`config.mk`:
```
export PLATFORM = sky130hd
export DESIGN_NAME = decoder_in_capture
export DESIGN_NICKNAME = d
export VERILOG_FILES = /design/src/rtl/decoder_pkg.sv /design/src/rtl/decoder_sym_fifo.sv /design/src/rtl/decoder_in_capture.sv
export SDC_FILE = /design/constraint.sdc
export NUM_CORES = 1
export LEC_CHECK = 0
export BUFFER_PORTS_ARGS = -buffer_cell sky130_fd_sc_hd__buf_2
export CAP_MARGIN = 20
export CORE_MARGIN = 10
export CORE_UTILIZATION = 40
export DETAILED_ROUTE_END_ITERATION = 6
export PLACE_DENSITY_LB_ADDON = 0.05
export SKIP_LAST_GASP = 1
export SYNTH_ARGS = -nofsm -noshare
export SYNTH_HDL_FRONTEND = slang
export SYNTH_SLANG_ARGS = --single-unit
```
`constraint.sdc`:
```
create_clock -name clk -period 4.49 [get_ports clk]
set_clock_uncertainty 0.05 [all_clocks]
set_input_delay 0.449 -clock clk [delete_from_list [all_inputs] [get_ports clk]]
set_output_delay 0.449 -clock clk [all_outputs]
set_load 0.005 [all_outputs]
```
`src/rtl/decoder_pkg.sv`:
```
// Shared types and defaults for the pad-input symbol decoder path.
// Latency: n/a (declarations only).
// Backpressure: n/a (declarations only).
package decoder_pkg;

    // Width of one captured pad symbol
    localparam int SYM_W = 7;

    // Default number of identical synchronized samples before a symbol is accepted
    localparam int DEF_STABLE_CYCLES = 3;

    // Default symbol FIFO depth (power of two, 2..16)
    localparam int DEF_DEPTH = 4;

    // Capture FSM states
    typedef enum logic [1:0] {
        ST_IDLE   = 2'd0,
        ST_SETTLE = 2'd1,
        ST_COMMIT = 2'd2,
        ST_HOLD   = 2'd3
    } state_t;

    // Occupancy counter width: one extra bit so that "full" is distinguishable from "empty"
    function automatic int level_w(input int depth);
        return $clog2(depth) + 1;
    endfunction

endpackage

```
`src/rtl/decoder_sym_fifo.sv`:
```
// Symbol FIFO between the capture FSM and the downstream decoder.
// Latency: a push is visible at the head one edge later; no write-to-read bypass.
// Backpressure: pop ignored when empty; push dropped when full unless a pop happens in the same cycle.
module decoder_sym_fifo
    import decoder_pkg::*;
#(
    parameter int DEPTH = DEF_DEPTH,
    parameter int W     = SYM_W
) (
    input  logic                      clk,
    input  logic                      rst_n,
    input  logic                      push,
    input  logic                      pop,
    input  logic [W-1:0]              wdata,
    output logic [W-1:0]              rdata,
    output logic [level_w(DEPTH)-1:0] level,
    output logic                      full,
    output logic                      empty
);

    localparam int AW = $clog2(DEPTH);
    localparam int PW = AW + 1;

    logic [PW-1:0] wptr_q, wptr_d;
    logic [PW-1:0] rptr_q, rptr_d;
    logic [W-1:0]  mem_q [DEPTH];
    logic          push_ok;
    logic          pop_ok;

    // Occupancy, flags and accepted push/pop; a pop frees a slot for a same-cycle push when full
    always_comb begin
        level   = wptr_q - rptr_q;
        empty   = (level == '0);
        full    = (level == PW'(DEPTH));
        pop_ok  = pop && !empty;
        push_ok = push && (!full || pop_ok);
        wptr_d  = wptr_q + PW'(push_ok);
        rptr_d  = rptr_q + PW'(pop_ok);
        rdata   = empty ? '0 : mem_q[rptr_q[AW-1:0]];
    end

    // Pointer registers; extra MSB lets them wrap modulo 2*DEPTH
    always_ff @(posedge clk or negedge rst_n) begin
        if (!rst_n) begin
            wptr_q <= '0;
            rptr_q <= '0;
        end else begin
            wptr_q <= wptr_d;
            rptr_q <= rptr_d;
        end
    end

    // Storage write; contents are don't-care until covered by the pointers
    always_ff @(posedge clk) begin
        if (push_ok) begin
            mem_q[wptr_q[AW-1:0]] <= wdata;
        end
    end

endmodule

```
`src/rtl/decoder_in_capture.sv`:
```
// Synchronizes raw pad bits, debounces them into symbols and queues new symbols for the decoder.
// Latency: 2 sync + STABLE_CYCLES settle + 1 commit edges from stable io_in to sym_valid on an empty FIFO.
// Backpressure: sym_valid/sym_ready handshake; a commit into a full FIFO without a pop is dropped and flagged.
// Optional: DECODER_IN_PARITY_EN enables even-parity checking (io_in[6] over io_in[5:0]) and the parity_err port.
module decoder_in_capture
    import decoder_pkg::*;
#(
    parameter int STABLE_CYCLES = DEF_STABLE_CYCLES,
    parameter int DEPTH         = DEF_DEPTH
) (
    input  logic                      clk,
    input  logic                      rst_n,
    input  logic [SYM_W-1:0]          io_in,
    output logic [SYM_W-1:0]          sym_data,
    output logic                      sym_valid,
    input  logic                      sym_ready,
    output logic [level_w(DEPTH)-1:0] fifo_level,
    output logic                      overflow,
`ifdef DECODER_IN_PARITY_EN
    output logic                      parity_err,
`endif
    output logic                      ovf_sticky
);

    localparam int CW = $clog2(STABLE_CYCLES + 1);

    logic [SYM_W-1:0] sync1_q, sync1_d;
    logic [SYM_W-1:0] sync_q, sync_d;
    logic [SYM_W-1:0] cand_q, cand_d;
    logic [SYM_W-1:0] last_q, last_d;
    logic [CW-1:0]    cnt_q, cnt_d;
    logic [CW-1:0]    cnt_inc;
    state_t           state_q, state_d;
    logic             ovf_sticky_q, ovf_sticky_d;
    logic             push_req;
    logic             fifo_full;
    logic             fifo_empty;
`ifdef DECODER_IN_PARITY_EN
    logic             parity_ok;
`endif

    // Two-stage synchronizer inputs; only the second stage is consumed
    always_comb begin
        sync1_d = io_in;
        sync_d  = sync1_q;
    end

    // Synchronizer flops
    always_ff @(posedge clk or negedge rst_n) begin
        if (!rst_n) begin
            sync1_q <= '0;
            sync_q  <= '0;
        end else begin
            sync1_q <= sync1_d;
            sync_q  <= sync_d;
        end
    end

    // FSM state and datapath registers; reset discards any symbol in flight
    always_ff @(posedge clk or negedge rst_n) begin
        if (!rst_n) begin
            state_q      <= ST_IDLE;
            cand_q       <= '0;
            last_q       <= '0;
            cnt_q        <= '0;
            ovf_sticky_q <= 1'b0;
        end else begin
            state_q      <= state_d;
            cand_q       <= cand_d;
            last_q       <= last_d;
            cnt_q        <= cnt_d;
            ovf_sticky_q <= ovf_sticky_d;
        end
    end

    // Next state: settle on a candidate, commit it once, then hold until the input moves away
    always_comb begin
        state_d = state_q;
        cand_d  = cand_q;
        cnt_d   = cnt_q;
        last_d  = last_q;
        cnt_inc = cnt_q + CW'(1);
        case (state_q)
            ST_IDLE: begin
                cand_d  = sync_q;
                cnt_d   = CW'(1);
                state_d = ST_SETTLE;
            end
            ST_SETTLE: begin
                if (sync_q != cand_q) begin
                    cand_d = sync_q;
                    cnt_d  = CW'(1);
                end else begin
                    cnt_d = cnt_inc;
                    if (cnt_inc == CW'(STABLE_CYCLES)) begin
                        // A value that settles back to the last committed one is a glitch
                        state_d = (cand_q == last_q) ? ST_HOLD : ST_COMMIT;
                    end
                end
            end
            ST_COMMIT: begin
                last_d  = cand_q;
                state_d = ST_HOLD;
            end
            ST_HOLD: begin
                if (sync_q != last_q) begin
                    cand_d  = sync_q;
                    cnt_d   = CW'(1);
                    state_d = ST_SETTLE;
                end
            end
            default: begin
                state_d = ST_IDLE;
            end
        endcase
    end

    // Outputs: one-cycle push in COMMIT, drop detection and sticky overflow
    always_comb begin
`ifdef DECODER_IN_PARITY_EN
        parity_ok  = ~^cand_q;
        parity_err = (state_q == ST_COMMIT) && !parity_ok;
        push_req   = (state_q == ST_COMMIT) && parity_ok;
`else
        push_req   = (state_q == ST_COMMIT);
`endif
        // Full implies non-empty, so sym_ready alone means a pop frees the slot
        overflow     = push_req && fifo_full && !sym_ready;
        ovf_sticky_d = ovf_sticky_q || overflow;
        ovf_sticky   = ovf_sticky_q;
        sym_valid    = !fifo_empty;
    end

    decoder_sym_fifo #(
        .DEPTH (DEPTH),
        .W     (SYM_W)
    ) u_fifo (
        .clk   (clk),
        .rst_n (rst_n),
        .push  (push_req),
        .pop   (sym_ready),
        .wdata (cand_q),
        .rdata (sym_data),
        .level (fifo_level),
        .full  (fifo_full),
        .empty (fifo_empty)
    );

endmodule

```
==> results of run 1 <==
## final timing paths
path,depth (start not counted),slack (ns),start,end
worst max register to register,7,1.33,u_fifo.rptr_q[0]$_DFF_PN0_,u_fifo.mem_q[1][3]$_DFFE_PP_
worst min register to register,0,0.30,sync1_q[4]$_DFF_PN0_,sync_q[4]$_DFF_PN0_
min in group asynchronous,1,0.19,rst_n,ovf_sticky$_DFF_PN0_
worst min-delay path,1,0.16,io_in[5],sync1_q[5]$_DFF_PN0_
worst max-delay path,7,1.33,u_fifo.rptr_q[0]$_DFF_PN0_,u_fifo.mem_q[1][3]$_DFFE_PP_
max in group asynchronous,1,3.64,rst_n,last_q[2]$_DFFE_PN0P_
## worst max-delay path: stages, from the launching register on
cell and delay, ns:
sky130_fd_sc_hd__dfrtp_1 0.56, sky130_fd_sc_hd__ha_1 0.30, sky130_fd_sc_hd__fa_1 0.39, sky130_fd_sc_hd__xnor2_1 0.15, sky130_fd_sc_hd__xnor2_1 0.15, sky130_fd_sc_hd__nor3b_1 0.16, sky130_fd_sc_hd__nand2b_1 0.21, sky130_fd_sc_hd__nor3_1 0.80
## metal layers
layer  wire length, um  up-vias
met5                 0        -
met4                89        0
met3               187        8
met2              2430       31
met1              2230      734
li1                  -      688
## state kept, by name (all words and copies together) (netlist names)
signal,flops
ovf_sticky,1
u_fifo.mem_q,28
last_q,7
cnt_q,2
state_q,2
u_fifo.rptr_q,3
u_fifo.wptr_q,3
cand_q,7
sync1_q,7
sync_q,7
## cell usage in the layout, fill, tap and decap left out
cell type,synthesis,final
sky130_fd_sc_hd__inv_1,9,9
sky130_fd_sc_hd__o21ai_1,1,1
sky130_fd_sc_hd__a21oi_1,1,1
sky130_fd_sc_hd__clkbuf_8,0,9
sky130_fd_sc_hd__mux2i_1,2,2
sky130_fd_sc_hd__nor2_1,5,5
sky130_fd_sc_hd__nand2_4,1,1
sky130_fd_sc_hd__clkbuf_1,2,1
sky130_fd_sc_hd__buf_2,0,22
sky130_fd_sc_hd__mux2_4,4,4
sky130_fd_sc_hd__bufinv_16,0,2
sky130_fd_sc_hd__or4b_4,1,1
sky130_fd_sc_hd__nand4_1,4,4
sky130_fd_sc_hd__clkinv_1,0,2
sky130_fd_sc_hd__mux2_2,7,7
sky130_fd_sc_hd__a41oi_4,1,1
sky130_fd_sc_hd__clkinv_2,0,1
sky130_fd_sc_hd__or2_1,1,1
sky130_fd_sc_hd__nor3b_1,1,1
sky130_fd_sc_hd__fa_1,1,1
sky130_fd_sc_hd__mux4_2,7,7
sky130_fd_sc_hd__edfxtp_1,28,28
sky130_fd_sc_hd__inv_2,1,1
sky130_fd_sc_hd__ha_1,10,10
sky130_fd_sc_hd__clkinvlp_4,0,1
sky130_fd_sc_hd__dfrtp_1,39,39
sky130_fd_sc_hd__nor2b_1,8,8
sky130_fd_sc_hd__nor4_1,1,1
sky130_fd_sc_hd__nor4_2,1,1
sky130_fd_sc_hd__nor3_1,6,6
sky130_fd_sc_hd__nand2_2,1,1
sky130_fd_sc_hd__mux2_1,4,4
sky130_fd_sc_hd__xor2_1,8,8
sky130_fd_sc_hd__xnor2_1,17,17
sky130_fd_sc_hd__nand2b_1,1,1
sky130_fd_sc_hd__and2_1,1,1
sky130_fd_sc_hd__nand2_1,3,3
## area by class of cell
type / count / area share
timing repair buffer: 22 / 0.0337
inverter: 10 / 0.0115
sequential: 67 / 0.556
clock buffer: 10 / 0.0391
tap: 96 / 0.0368
multi-input combinational: 98 / 0.298
clock inverter: 6 / 0.0245
## synth_stat cells
cell	instances
sky130_fd_sc_hd__nor3_1	6
sky130_fd_sc_hd__a21oi_1	1
sky130_fd_sc_hd__xor2_1	8
sky130_fd_sc_hd__mux2_1	4
sky130_fd_sc_hd__fa_1	1
sky130_fd_sc_hd__ha_1	10
sky130_fd_sc_hd__inv_1	9
sky130_fd_sc_hd__or4b_4	1
sky130_fd_sc_hd__and2_1	1
sky130_fd_sc_hd__nor2b_1	8
sky130_fd_sc_hd__nor4_2	1
sky130_fd_sc_hd__or2_1	1
sky130_fd_sc_hd__inv_2	1
sky130_fd_sc_hd__o21ai_1	1
sky130_fd_sc_hd__nor3b_1	1
sky130_fd_sc_hd__mux2_4	4
sky130_fd_sc_hd__nand2_4	1
sky130_fd_sc_hd__nand2b_1	1
sky130_fd_sc_hd__mux4_2	7
sky130_fd_sc_hd__nand4_1	4
sky130_fd_sc_hd__a41oi_4	1
sky130_fd_sc_hd__clkbuf_1	2
sky130_fd_sc_hd__edfxtp_1	28
sky130_fd_sc_hd__nand2_2	1
sky130_fd_sc_hd__buf_1	1
sky130_fd_sc_hd__mux2i_1	2
sky130_fd_sc_hd__dfrtp_1	39
sky130_fd_sc_hd__nor2_1	5
sky130_fd_sc_hd__nand2_1	3
sky130_fd_sc_hd__xnor2_1	17
sky130_fd_sc_hd__nor4_1	1
sky130_fd_sc_hd__mux2_2	7
## where the power goes
group | internal [uW] | switching [uW]
Combinational | 430 | 388
Clock | 308 | 217
Sequential | 820 | 176
Total | 1560 | 780
## stage by stage
| step | setup slack (ns) | hold slack [ns] | utilization | power [uW] |
|---|---|---|---|---|
| after floorplan | 1.87 | 0.103 | - | 1550 |
| after global placement | 1.42 | 0.282 | 0.448 | 1820 |
| after detailed placement | 1.29 | 0.286 | 0.448 | 1860 |
| after CTS | 1.21 | 0.145 | 0.478 | 2390 |
| after global routing | 1.07 | 0.140 | 0.478 | 2510 |
| final | 1.33 | 0.162 | 0.478 | 2340 |
## kinds of logic (layout without fill, tap and decap cells)
family | count (synthesis) | after routing | share of synthesized area
xor gates and xnor gates | 25 | 25 | 0.0771
DFF | 67 | 67 | 0.640
adders and majority gates | 11 | 11 | 0.0511
and+or+nand+nor | 35 | 35 | 0.0745
muxes | 24 | 24 | 0.127
AOI/OAI and AO/OA | 3 | 3 | 0.0132
buffers and inverters | 13 | 48 | 0.0172
==> summary by stage, run 1 <==
Status
The run finished with clean final reports.

Die
The floorplan step defined a core boundary enclosing 0.00683 mm2. The floorplan die width is 104 um. The total I/O pin count is 23.

The initialized floorplan defines 30 standard-cell rows. The die area is 0.0109 mm2. The effective utilization at floorplan is 0.416. Measured along the y axis, the die boundary spans 104 um.

Clock network
Counting every sink on the clock net gives 67. The H-tree generated during clock tree synthesis spans 3 levels. The number of gates resized after CTS was 0. The number of setup buffers added after CTS is 0. At the later pin of the worst-skew pair, clock insertion delay measures 0.34 ns. The number of clock buffers added by TritonCTS is 9. The buffer levels on the longest clock path is 2. The number of buffers inserted for hold repair after clock tree synthesis is 0. The buffer type at the clock tree root is sky130_fd_sc_hd__clkbuf_8. After clock tree synthesis, the clock-pin slew on the worst setup and hold paths is 0.07 ns. TritonCTS built the clock tree.

Flow run
The max-capacitance violation count is 0.

Power and ir drop
In this run the power density over the cells is 716 mW/mm2. IR analysis of the VDD net gives a maximum drop of 0.260 mV. The leakage power summed over all cells is 0.00131 uW.

Cells and area
The final-layout fill cell count is 617. Relative to the synthesized area, the layout overhead comes to 15.0%. The share of cells above drive strength 1 is 0.277. The number of antenna diodes in the final layout is 0. The area used by sequential logic in the layout is 0.00182 mm2. The net count of the finished layout is 229. The finished layout cell area is 0.00327 mm2. For this run, the number of standard cells in the final layout without fillers is 309.

The area taken by multi-input logic gates is 975 um2.

Global routing
The global routing stage identified its most utilized layer as met2. The number of antenna violations at the first check in global routing is 0. For this run, global-route usage on met1 was measured as 0.115. In the global route stage, met2 resource usage came out at 0.147. The met3 demand-to-capacity share in global routing is 0.0403. The first-pass GRT wire length is 8160 um. The number of global-route vias before repair is 1519. The pin count of the biggest net entering global routing is 40. The total congestion overflow is 0. Across every metal layer, demand over resource in global routing totals 0.0961.

Setup path
The critical path launch point type is a flop. The arrival time of the worst setup path is 3.06 ns. The data required time at the worst endpoint is 4.40 ns. The largest driver fanout on the critical path is 9. The critical path in this run is classified as reg2reg. The worst setup path is captured at a flop.

Drt
The sum of routed wire length over all layers is 4940 um. The first-pass detailed-route iteration total is 4. The overall via count from detail_route is 1461.

For this run, design rule violations remaining after detail routing come to 0. The violation count after the first detailed-routing iteration is 66. The vias per cell is 4.73. The average wire per cell in the routed design is 16.0 um. The final antenna-violating net count is 0.

Placed design
Routability-driven placement finished with a final weighted congestion of 0.749. The placed instance area is 0.00306 mm2. The number of placed instances, taps included, is 293. The HPWL after detailed placement is 3580 um. The total of buffers placed on input and output ports is 22.

Synth
The mapped netlist covers 0.00284 mm2. The portion of synthesized cell area occupied by the leading cell type is 0.344. The number of warnings issued by yosys is 0. The share of the Yosys chip area taken by registers is 0.640. By area the synthesized netlist is led by sky130_fd_sc_hd__dfrtp_1 (34%), sky130_fd_sc_hd__edfxtp_1 (30%), sky130_fd_sc_hd__mux4_2 (5.6%).

The top cell type by total area after synthesis is sky130_fd_sc_hd__dfrtp_1. The synthesized design contains 67 register bits. The post-synth net total is 199. The count of unique library cells instantiated by Yosys is 32.

A synthesized cell averages 16.0 um2. After technology mapping, the gate count stands at 178.

Worst hold path
The tightest min-delay check is of the in2reg type.

Timing
Headroom to the max-slew limit came out at 0.335. The final count of hold timing violations is 0. The number of setup violations in the final report is 0. The accumulated negative setup slack is 0 ns.

The clock period minus worst slack is 3.16 ns. The worst-margin pin slew is 0.991 ns. Static timing analysis puts the maximum clock frequency at 317 MHz. The count of final max-slew check failures is 0. Of the available clock period, the critical path in the final layout requires 0.704. Setup repair after global routing left no endpoint under its margin.
(Power assumes the default switching activity.)
==> run 2, diff against run 1 <==
==> constraint.sdc (replaced) <==
create_clock -name clk -period 2.7 [get_ports clk]
set_clock_uncertainty 0.05 [all_clocks]
set_input_delay 0.27 -clock clk [delete_from_list [all_inputs] [get_ports clk]]
set_output_delay 0.27 -clock clk [all_outputs]
set_load 0.005 [all_outputs]
==> summary by stage, run 2 (synthesis results as in run 1) <==
Status
The flow ran to the end, but the final reports show violations. The checks that failed: hold timing.

Clock network
The clock slew at the register clock pins of the worst setup and hold paths is 0.07 ns (about the same). The clock latency reported for the late side of the worst-skew pair came to 0.34 ns (about the same). The TritonCTS clock tree is done.

The buffer type at the clock tree root is sky130_fd_sc_hd__clkbuf_8. The number of buffers inserted during clock tree synthesis is 9 (unchanged). The H-tree level count is 3 (unchanged). The buffer levels on the longest clock path was 2 (unchanged). The sink count of the clock tree is 67 (unchanged).

Timing
In the finished design, the share of the clock period the worst path needs comes to 0.916. The accumulated negative setup slack came to 0 ns (unchanged). The final count of hold timing violations came to 14 (+14).

The clock period minus worst slack is 2.47 ns. Setup repair after global routing left no endpoint under its margin. The tightest slew margin relative to the limit is 0.427 (+0.0927). The post-route worst hold slack is -0.00530 ns (-0.167 ns). The worst-margin pin slew was 0.859 ns (-0.131 ns). The count of final max-slew check failures was 0 (unchanged).

The number of setup violations in the final report was 0 (unchanged). Timing would allow up to 404 MHz.

Drt
The vias per cell is 4.50 (-4.7%). The violation count after the first detailed-routing iteration came to 30 (-55%). The total DRC errors in the routed layout was 0 (unchanged). The sum of routed wire length over all layers is 4930 um (-0.28%).

The overall via count from detail_route is 1464 (+0.21%). The average wire per cell in the routed design is 15.2 um (-5.2%). The final antenna-violating net count was 0 (unchanged). The first-pass detailed-route iteration total is 4 (unchanged).

Power and ir drop
The leakage power summed over all cells is 0.00140 uW (+6.6%). The total power is 4010 uW (+72%). The maximum resistive drop on vdd was 0.417 mV (+60%). The power per cell area came to 1170 mW/mm2 (+64%).

Global routing
The first-pass GRT wire length came to 8120 um (-0.42%). The met3 demand-to-capacity share in global routing came to 0.0353 (-0.00496). The aggregate global-route resource usage was 0.0971 (+0.000989). The total congestion overflow is 0 (unchanged).

The layer with the highest usage after global routing is met2. The pin count of the biggest net entering global routing is 40 (unchanged). The met2 routing resource usage after global routing is 0.154 (+0.00671). The number of antenna violations at the first check in global routing is 0 (unchanged). The global routing usage on met1 was 0.112 (-0.00283).

The number of global-route vias before repair is 1568 (+3.2%).

Die
The effective utilization at floorplan is 0.416 (unchanged). The total I/O pin count came to 23 (unchanged). The die area came to 0.0109 mm2 (unchanged).

The floorplan die width is 104 um (unchanged). The number of standard-cell rows in the floorplan came to 30 (unchanged). The vertical die dimension is 104 um (unchanged). The total core area came to 0.00683 mm2 (unchanged).

Cells and area
Leaving out fill and tap cells, the most frequent cells in the layout are sky130_fd_sc_hd__dfrtp_1 (39), sky130_fd_sc_hd__edfxtp_1 (28), sky130_fd_sc_hd__buf_2 (22). The filler-free cell count of the finished design is 325 (+5.2%). The share of cells above drive strength 1 came to 0.310 (+0.0330). The end-of-flow core utilization is 0.501 (+0.0231).

The library cell used most frequently in the layout, excluding fill and tap cells, is sky130_fd_sc_hd__dfrtp_1. The number of flip-flops in the largest register came to 28 (unchanged). The final-layout fill cell count is 605 (-1.9%). The antenna diode count came to 0 (unchanged).

The area used by sequential logic in the layout is 0.00182 mm2 (unchanged). The post-layout net count was 245 (+7.0%). The area overhead of the layout relative to synthesis is 20.6%. The area taken by multi-input logic gates is 980 um2 (+0.51%).

Placed design
The final weighted congestion in routability-driven placement is 0.737 (-1.7%). The cell count after placement is 301 (+2.7%). The total of buffers placed on input and output ports is 22 (unchanged). The half-perimeter wire length after detailed placement came to 3370 um (-6.0%).

Worst hold path
The path class of the tightest hold or removal check is in2async.

Setup path
STA classifies the critical path startpoint as a flop. The arrival time of the worst setup path is 2.15 ns (-0.91 ns). The endpoint kind of the worst setup timing path is an output pin. The worst setup path category is reg2out.

The largest driver fanout on the critical path is 8 (-1). The data required time at the worst endpoint is 2.38 ns (-2.02 ns).

Flow run
The max-capacitance violation count is 0 (unchanged).
## run 2: cell count changes in the layout (fill, tap and decap cells not counted), sizes merged
cell / before / now
buf: 22 / 31
bufinv: 2 / 1
dlygate4sd3: 0 / 7
clkinv: 3 / 1
clkbuf: 10 / 13
## run 2: cell type report
type / instances / area share
clock buffers: 13 / 0.0526
clock inverters: 3 / 0.0124
inverters: 10 / 0.0110
multi-input cells: 98 / 0.286
flip-flops and latches: 67 / 0.531
well taps: 96 / 0.0351
repair buffers: 38 / 0.0723
## run 2: critical path, cell delays in order, from the launching register on
cell and delay (ns):
sky130_fd_sc_hd__dfrtp_1 0.35, sky130_fd_sc_hd__inv_1 0.07, sky130_fd_sc_hd__ha_1 0.19, sky130_fd_sc_hd__fa_1 0.37, sky130_fd_sc_hd__xnor2_1 0.18, sky130_fd_sc_hd__xnor2_1 0.17, sky130_fd_sc_hd__nor2_1 0.10, sky130_fd_sc_hd__buf_4 0.18
sky130_fd_sc_hd__nor2b_1 0.10, sky130_fd_sc_hd__buf_2 0.12
## run 2: per-layer routing
metal	part of all wire	wire length (um)	vias to the layer above
met5	0	0	-
met4	0.011	54	0
met3	0.037	182	4
met2	0.49	2430	22
met1	0.46	2260	715
li1	-	-	723
## run 2: worst paths after layout
path                                            startpoint                         end  slack, ns  cells after the start
min in group clk                                 sym_ready  u_fifo.rptr_q[0]$_DFF_PN0_       0.27                      3
worst min register to register        sync1_q[1]$_DFF_PN0_         sync_q[1]$_DFF_PN0_       0.30                      0
worst min-delay path                                 rst_n        sync1_q[0]$_DFF_PN0_     -0.005                      1
max in group asynchronous                            rst_n         sync_q[6]$_DFF_PN0_       2.06                      1
worst max-delay path            u_fifo.wptr_q[0]$_DFF_PN0_                 sym_data[2]       0.23                      9
worst max register to register  u_fifo.wptr_q[0]$_DFF_PN0_  u_fifo.wptr_q[2]$_DFF_PN0_       0.23                     11
## run 2: timing repair
action	CTS	global route
resized for setup	0	1
setup endpoints to repair	0	11
setup buffers	0	1
hold buffers	7	0
hold endpoints to repair	7	0
## run 2: stage by stage
step                      worst slack (ns)  cell area (um2)
after global placement               0.211             3120
after CTS                           0.0372             3410
final                                0.226             3420
after global routing               0.00854             3420
after detailed placement            0.0626             3120
after floorplan                     0.0802             2840
## run 2: report_power, final
part / internal (uW) / switching, uW
clock: 532 / 372
sequential: 1360 / 228
combinational: 795 / 724
==> run 3, diff against run 2 <==
--- a/config.mk
+++ b/config.mk
@@ -5,6 +5,7 @@
 export SDC_FILE = /design/constraint.sdc
 export NUM_CORES = 1
 export LEC_CHECK = 0
+export ABC_AREA = 1
 export BUFFER_PORTS_ARGS = -buffer_cell sky130_fd_sc_hd__buf_2
 export CAP_MARGIN = 20
 export CORE_MARGIN = 10
==> summary by stage, run 3 <==
Global routing
The pin count of the biggest net entering global routing is 40 (unchanged). The first-pass GRT wire length is 10200 um (+26%). The number of antenna violations at the first check in global routing is 0 (unchanged).

The global routing usage on met1 is 0.129 (+0.0169). The met3 demand-to-capacity share in global routing is 0.0389 (+0.00361). The total congestion overflow is 0 (unchanged).

The aggregate global-route resource usage is 0.112 (+0.0145). The met2 routing resource usage after global routing came to 0.186 (+0.0325). The global routing stage identified its most utilized layer as met2. The number of global-route vias before repair is 2157 (+38%).

Cells and area
The share of cells above drive strength 1 came to 0.182 (-0.128). The number of flip-flops in the largest register is 28 (unchanged). The finished layout cell area is 0.00364 mm2 (+6.4%).

The final-layout fill cell count was 686 (+13%). The area overhead of the layout relative to synthesis is 19.0%. The post-layout net count is 385 (+57%). The filler-free cell count of the finished design is 468 (+44%). Leaving out fill and tap cells, the most frequent cell in the layout is sky130_fd_sc_hd__nand2_1. The antenna diode count came to 0 (unchanged). Leaving out fill and tap cells, the most frequent cells in the layout are sky130_fd_sc_hd__nand2_1 (96), sky130_fd_sc_hd__dfrtp_1 (39), sky130_fd_sc_hd__inv_1 (38).

Die
The total I/O pin count is 23 (unchanged). The effective utilization at floorplan is 0.418 (+0.00207). The floorplan die width is 108 um (+3.1%).

The vertical die dimension was 108 um (+3.1%). The number of standard-cell rows in the floorplan is 31 (+3.3%). The die area is 0.0116 mm2 (+6.3%).

The total core area is 0.00733 mm2 (+7.3%).

Setup path
Traced cell by cell, the critical path runs through inv_2 > ha_4 > fa_2 > xnor2_2 > xnor2_2 > nand3b_4 > buf_6 > nand2_1 > inv_1 > buf_2. By startpoint and endpoint, the worst setup path is classified as reg2out. The buffering stage count on the worst path with inverters included came to 4 (+1). The critical path's top delay family is adder cells.

The arrival time of the worst setup path came to 2.24 ns (+0.09 ns). The largest driver fanout on the critical path is 8 (unchanged). By instance count, the cell type seen most on the critical path is sky130_fd_sc_hd__xnor2_2. The data required time at the worst endpoint is 2.38 ns (about the same). On the critical path, the stage with the largest delay is an instance of sky130_fd_sc_hd__dfrtp_1. The delay of the slowest critical-path stage was 0.40 ns (+0.03 ns). STA classifies the critical path endpoint as an output pin. The critical path launch point type is a flop.

Clock network
TritonCTS built the clock tree. The sink count of the clock tree is 67 (unchanged). The tree is rooted in a sky130_fd_sc_hd__clkbuf_8. The clock slew at the register clock pins of the worst setup and hold paths was 0.08 ns (about the same). The clock latency reported for the late side of the worst-skew pair came to 0.34 ns (about the same). The buffer levels on the longest clock path is 2 (unchanged). The H-tree level count is 3 (unchanged). The number of buffers inserted during clock tree synthesis is 9 (unchanged).

Synth
Among all flip-flop cells after synthesis, the most frequent one is sky130_fd_sc_hd__dfrtp_1. The synthesized area per cell is 9.57 um2 (-40%). Among all cell types in the netlist, the one instantiated most often is sky130_fd_sc_hd__nand2_1. The post-synthesis cell area was 0.00306 mm2 (+7.8%).

The number of synthesized register bits is 67 (unchanged). The cell count after synthesis is 320 (+80%). After synthesis, the most frequently instantiated cells are sky130_fd_sc_hd__nand2_1 (96), sky130_fd_sc_hd__dfrtp_1 (39), sky130_fd_sc_hd__inv_1 (39). The portion of synthesized cell area occupied by the leading cell type is 0.319 (-0.0250). The sequential-to-total area share from yosys stat is 0.593 (-0.0465).

The count of unique library cells instantiated by Yosys is 34 (+6.3%). The post-synth net total is 341 (+71%). In the post-synthesis netlist, the biggest area contributors are sky130_fd_sc_hd__dfrtp_1 (32%), sky130_fd_sc_hd__edfxtp_1 (27%), sky130_fd_sc_hd__nand2_1 (12%). The number of synthesized flops with an enable pin is 28 (unchanged).

The share of flip-flops with an asynchronous set or reset is 0.582 (unchanged). The number of warnings issued by yosys is 0 (unchanged). The top cell type by total area after synthesis is sky130_fd_sc_hd__dfrtp_1.

Timing
The final count of hold timing violations was 9 (-5). The accumulated negative setup slack is 0 ns (unchanged). The final clock period utilization by the worst path is 0.948 (+0.0314). The count of final max-slew check failures is 0 (unchanged). The final worst setup slack is 0.142 ns (-0.0849 ns). The clock period minus worst slack is 2.56 ns (+0.0849 ns). The worst-margin pin slew is 0.867 ns (+0.00816 ns).

The timing-limited maximum frequency came to 391 MHz (-3.3%). The post-route worst hold slack is -0.00304 ns (+0.00227 ns). The number of setup violations in the final report is 0 (unchanged). The tightest slew margin relative to the limit is 0.422 (-0.00544).

Power and ir drop
The sequential power share is 0.378 (-0.018). The maximum resistive drop on vdd was 0.481 mV (+15%). The internal power component was 2650 uW (-1.6%). The switching power is 1710 uW (+29%). The clock share of power is 0.186 (-0.039). The leakage power summed over all cells was 0.00175 uW (+25%). The power per cell area was 1200 mW/mm2 (+2.0%). The switching fraction of total power is 0.393 (+0.0626). The share of total power in combinational logic is 0.436 (+0.057). The total power is 4360 uW (+8.6%).

Worst hold path
The worst hold path class is in2async.

Drt
The total DRC errors in the routed layout is 0 (unchanged). The sum of routed wire length over all layers is 6070 um (+23%). The violation count after the first detailed-routing iteration came to 62 (+110%). The first-pass detailed-route iteration total came to 4 (unchanged).

The overall via count from detail_route is 2145 (+47%). The final antenna-violating net count is 0 (unchanged). The vias per cell is 4.58 (+1.7%). The average wire per cell in the routed design is 13.0 um (-14%).

Placed design
The total of buffers placed on input and output ports is 22 (unchanged). The final weighted congestion in routability-driven placement is 0.826 (+12%). The half-perimeter wire length after detailed placement is 4140 um (+23%).

The placed instance area is 0.00332 mm2 (+6.6%). The cell count after placement is 443 (+47%). The minimum setup slack after placement is 0.337 ns (+0.275 ns).

Status
The checks that failed: hold timing. The flow ran to the end, but the final reports show violations.

Flow run
The max-capacitance violation count is 0 (unchanged).
-- run 3: final cells by class --
class / count / area, um2 / share of cell area
well taps: 99 / 124 / 0.0340
inverters: 45 / 169 / 0.0463
clock inverters: 7 / 68.8 / 0.0189
multi-input cells: 202 / 1080 / 0.297
repair buffers: 39 / 259 / 0.0711
clock buffers: 9 / 124 / 0.0340
flip-flops and latches: 67 / 1820 / 0.498
-- run 3: worst paths after layout --
kind | end | slack, ns | startpoint | cells past startpoint
max reg2reg | u_fifo.wptr_q[2]$_DFF_PN0_ | 0.28 | u_fifo.wptr_q[0]$_DFF_PN0_ | 12
min | u_fifo.wptr_q[0]$_DFF_PN0_ | -0.003 | rst_n | 1
max | sym_data[0] | 0.14 | u_fifo.wptr_q[0]$_DFF_PN0_ | 10
max in group asynchronous | cand_q[6]$_DFFE_PN0P_ | 2.06 | rst_n | 1
min reg2reg | sync_q[3]$_DFF_PN0_ | 0.30 | sync1_q[3]$_DFF_PN0_ | 0
min in group clk | u_fifo.rptr_q[0]$_DFF_PN0_ | 0.22 | sym_ready | 4
-- run 3: power by group through the flow --
stage / Sequential [uW] / Combinational, uW / Clock [uW]
2_1_floorplan: 1600 / 1170 / 0
3_3_place_gp: 1650 / 1720 / 0
3_5_place_dp: 1660 / 1750 / 0
4_1_cts: 1640 / 1770 / 830
5_1_grt: 1690 / 2190 / 871
6_report: 1650 / 1900 / 811
-- run 3: kinds of logic (layout without fill, tap and decap cells) --
family                     count (synthesis)  after routing  synth area share
AOI/OAI and AO/OA                         28             28            0.0584
xor gates and xnor gates                   5              5            0.0143
adders and majority gates                 11             11            0.0474
buffers and inverters                     51            100            0.0658
DFF                                       67             67             0.593
and+or+nand+nor                          158            158             0.221
-- run 3: worst reg2reg max path: stages, from the launching register on --
cell and delay (ns):
sky130_fd_sc_hd__dfrtp_1 0.40, sky130_fd_sc_hd__inv_2 0.08, sky130_fd_sc_hd__ha_4 0.16, sky130_fd_sc_hd__fa_2 0.37
sky130_fd_sc_hd__xnor2_2 0.16, sky130_fd_sc_hd__xnor2_2 0.20, sky130_fd_sc_hd__buf_4 0.14, sky130_fd_sc_hd__nand2_1 0.05
sky130_fd_sc_hd__nand2_1 0.14, sky130_fd_sc_hd__inv_1 0.06, sky130_fd_sc_hd__ha_1 0.18, sky130_fd_sc_hd__ha_1 0.18
sky130_fd_sc_hd__xor2_1 0.13
-- run 3: per-stage QoR --
stage	hold WS, ns	utilization
finish	-0.00304	0.497
global route	0.0569	0.497
CTS	0.0268	0.489
detailed placement	0.285	0.453
global placement	0.282	0.453
floorplan	-0.0756	-
-- run 3: timing repair --
action	CTS	global route
buffers inserted	0	2
hold buffers	7	0
endpoints found under the setup margin	0	7
resized for setup	0	8
hold endpoints to repair	7	0
-- run 3: routing by layer --
layer	up-vias	share of wire
met5	-	0
met4	0	0.0097
met3	7	0.042
met2	32	0.49
met1	992	0.46
li1	1114	-
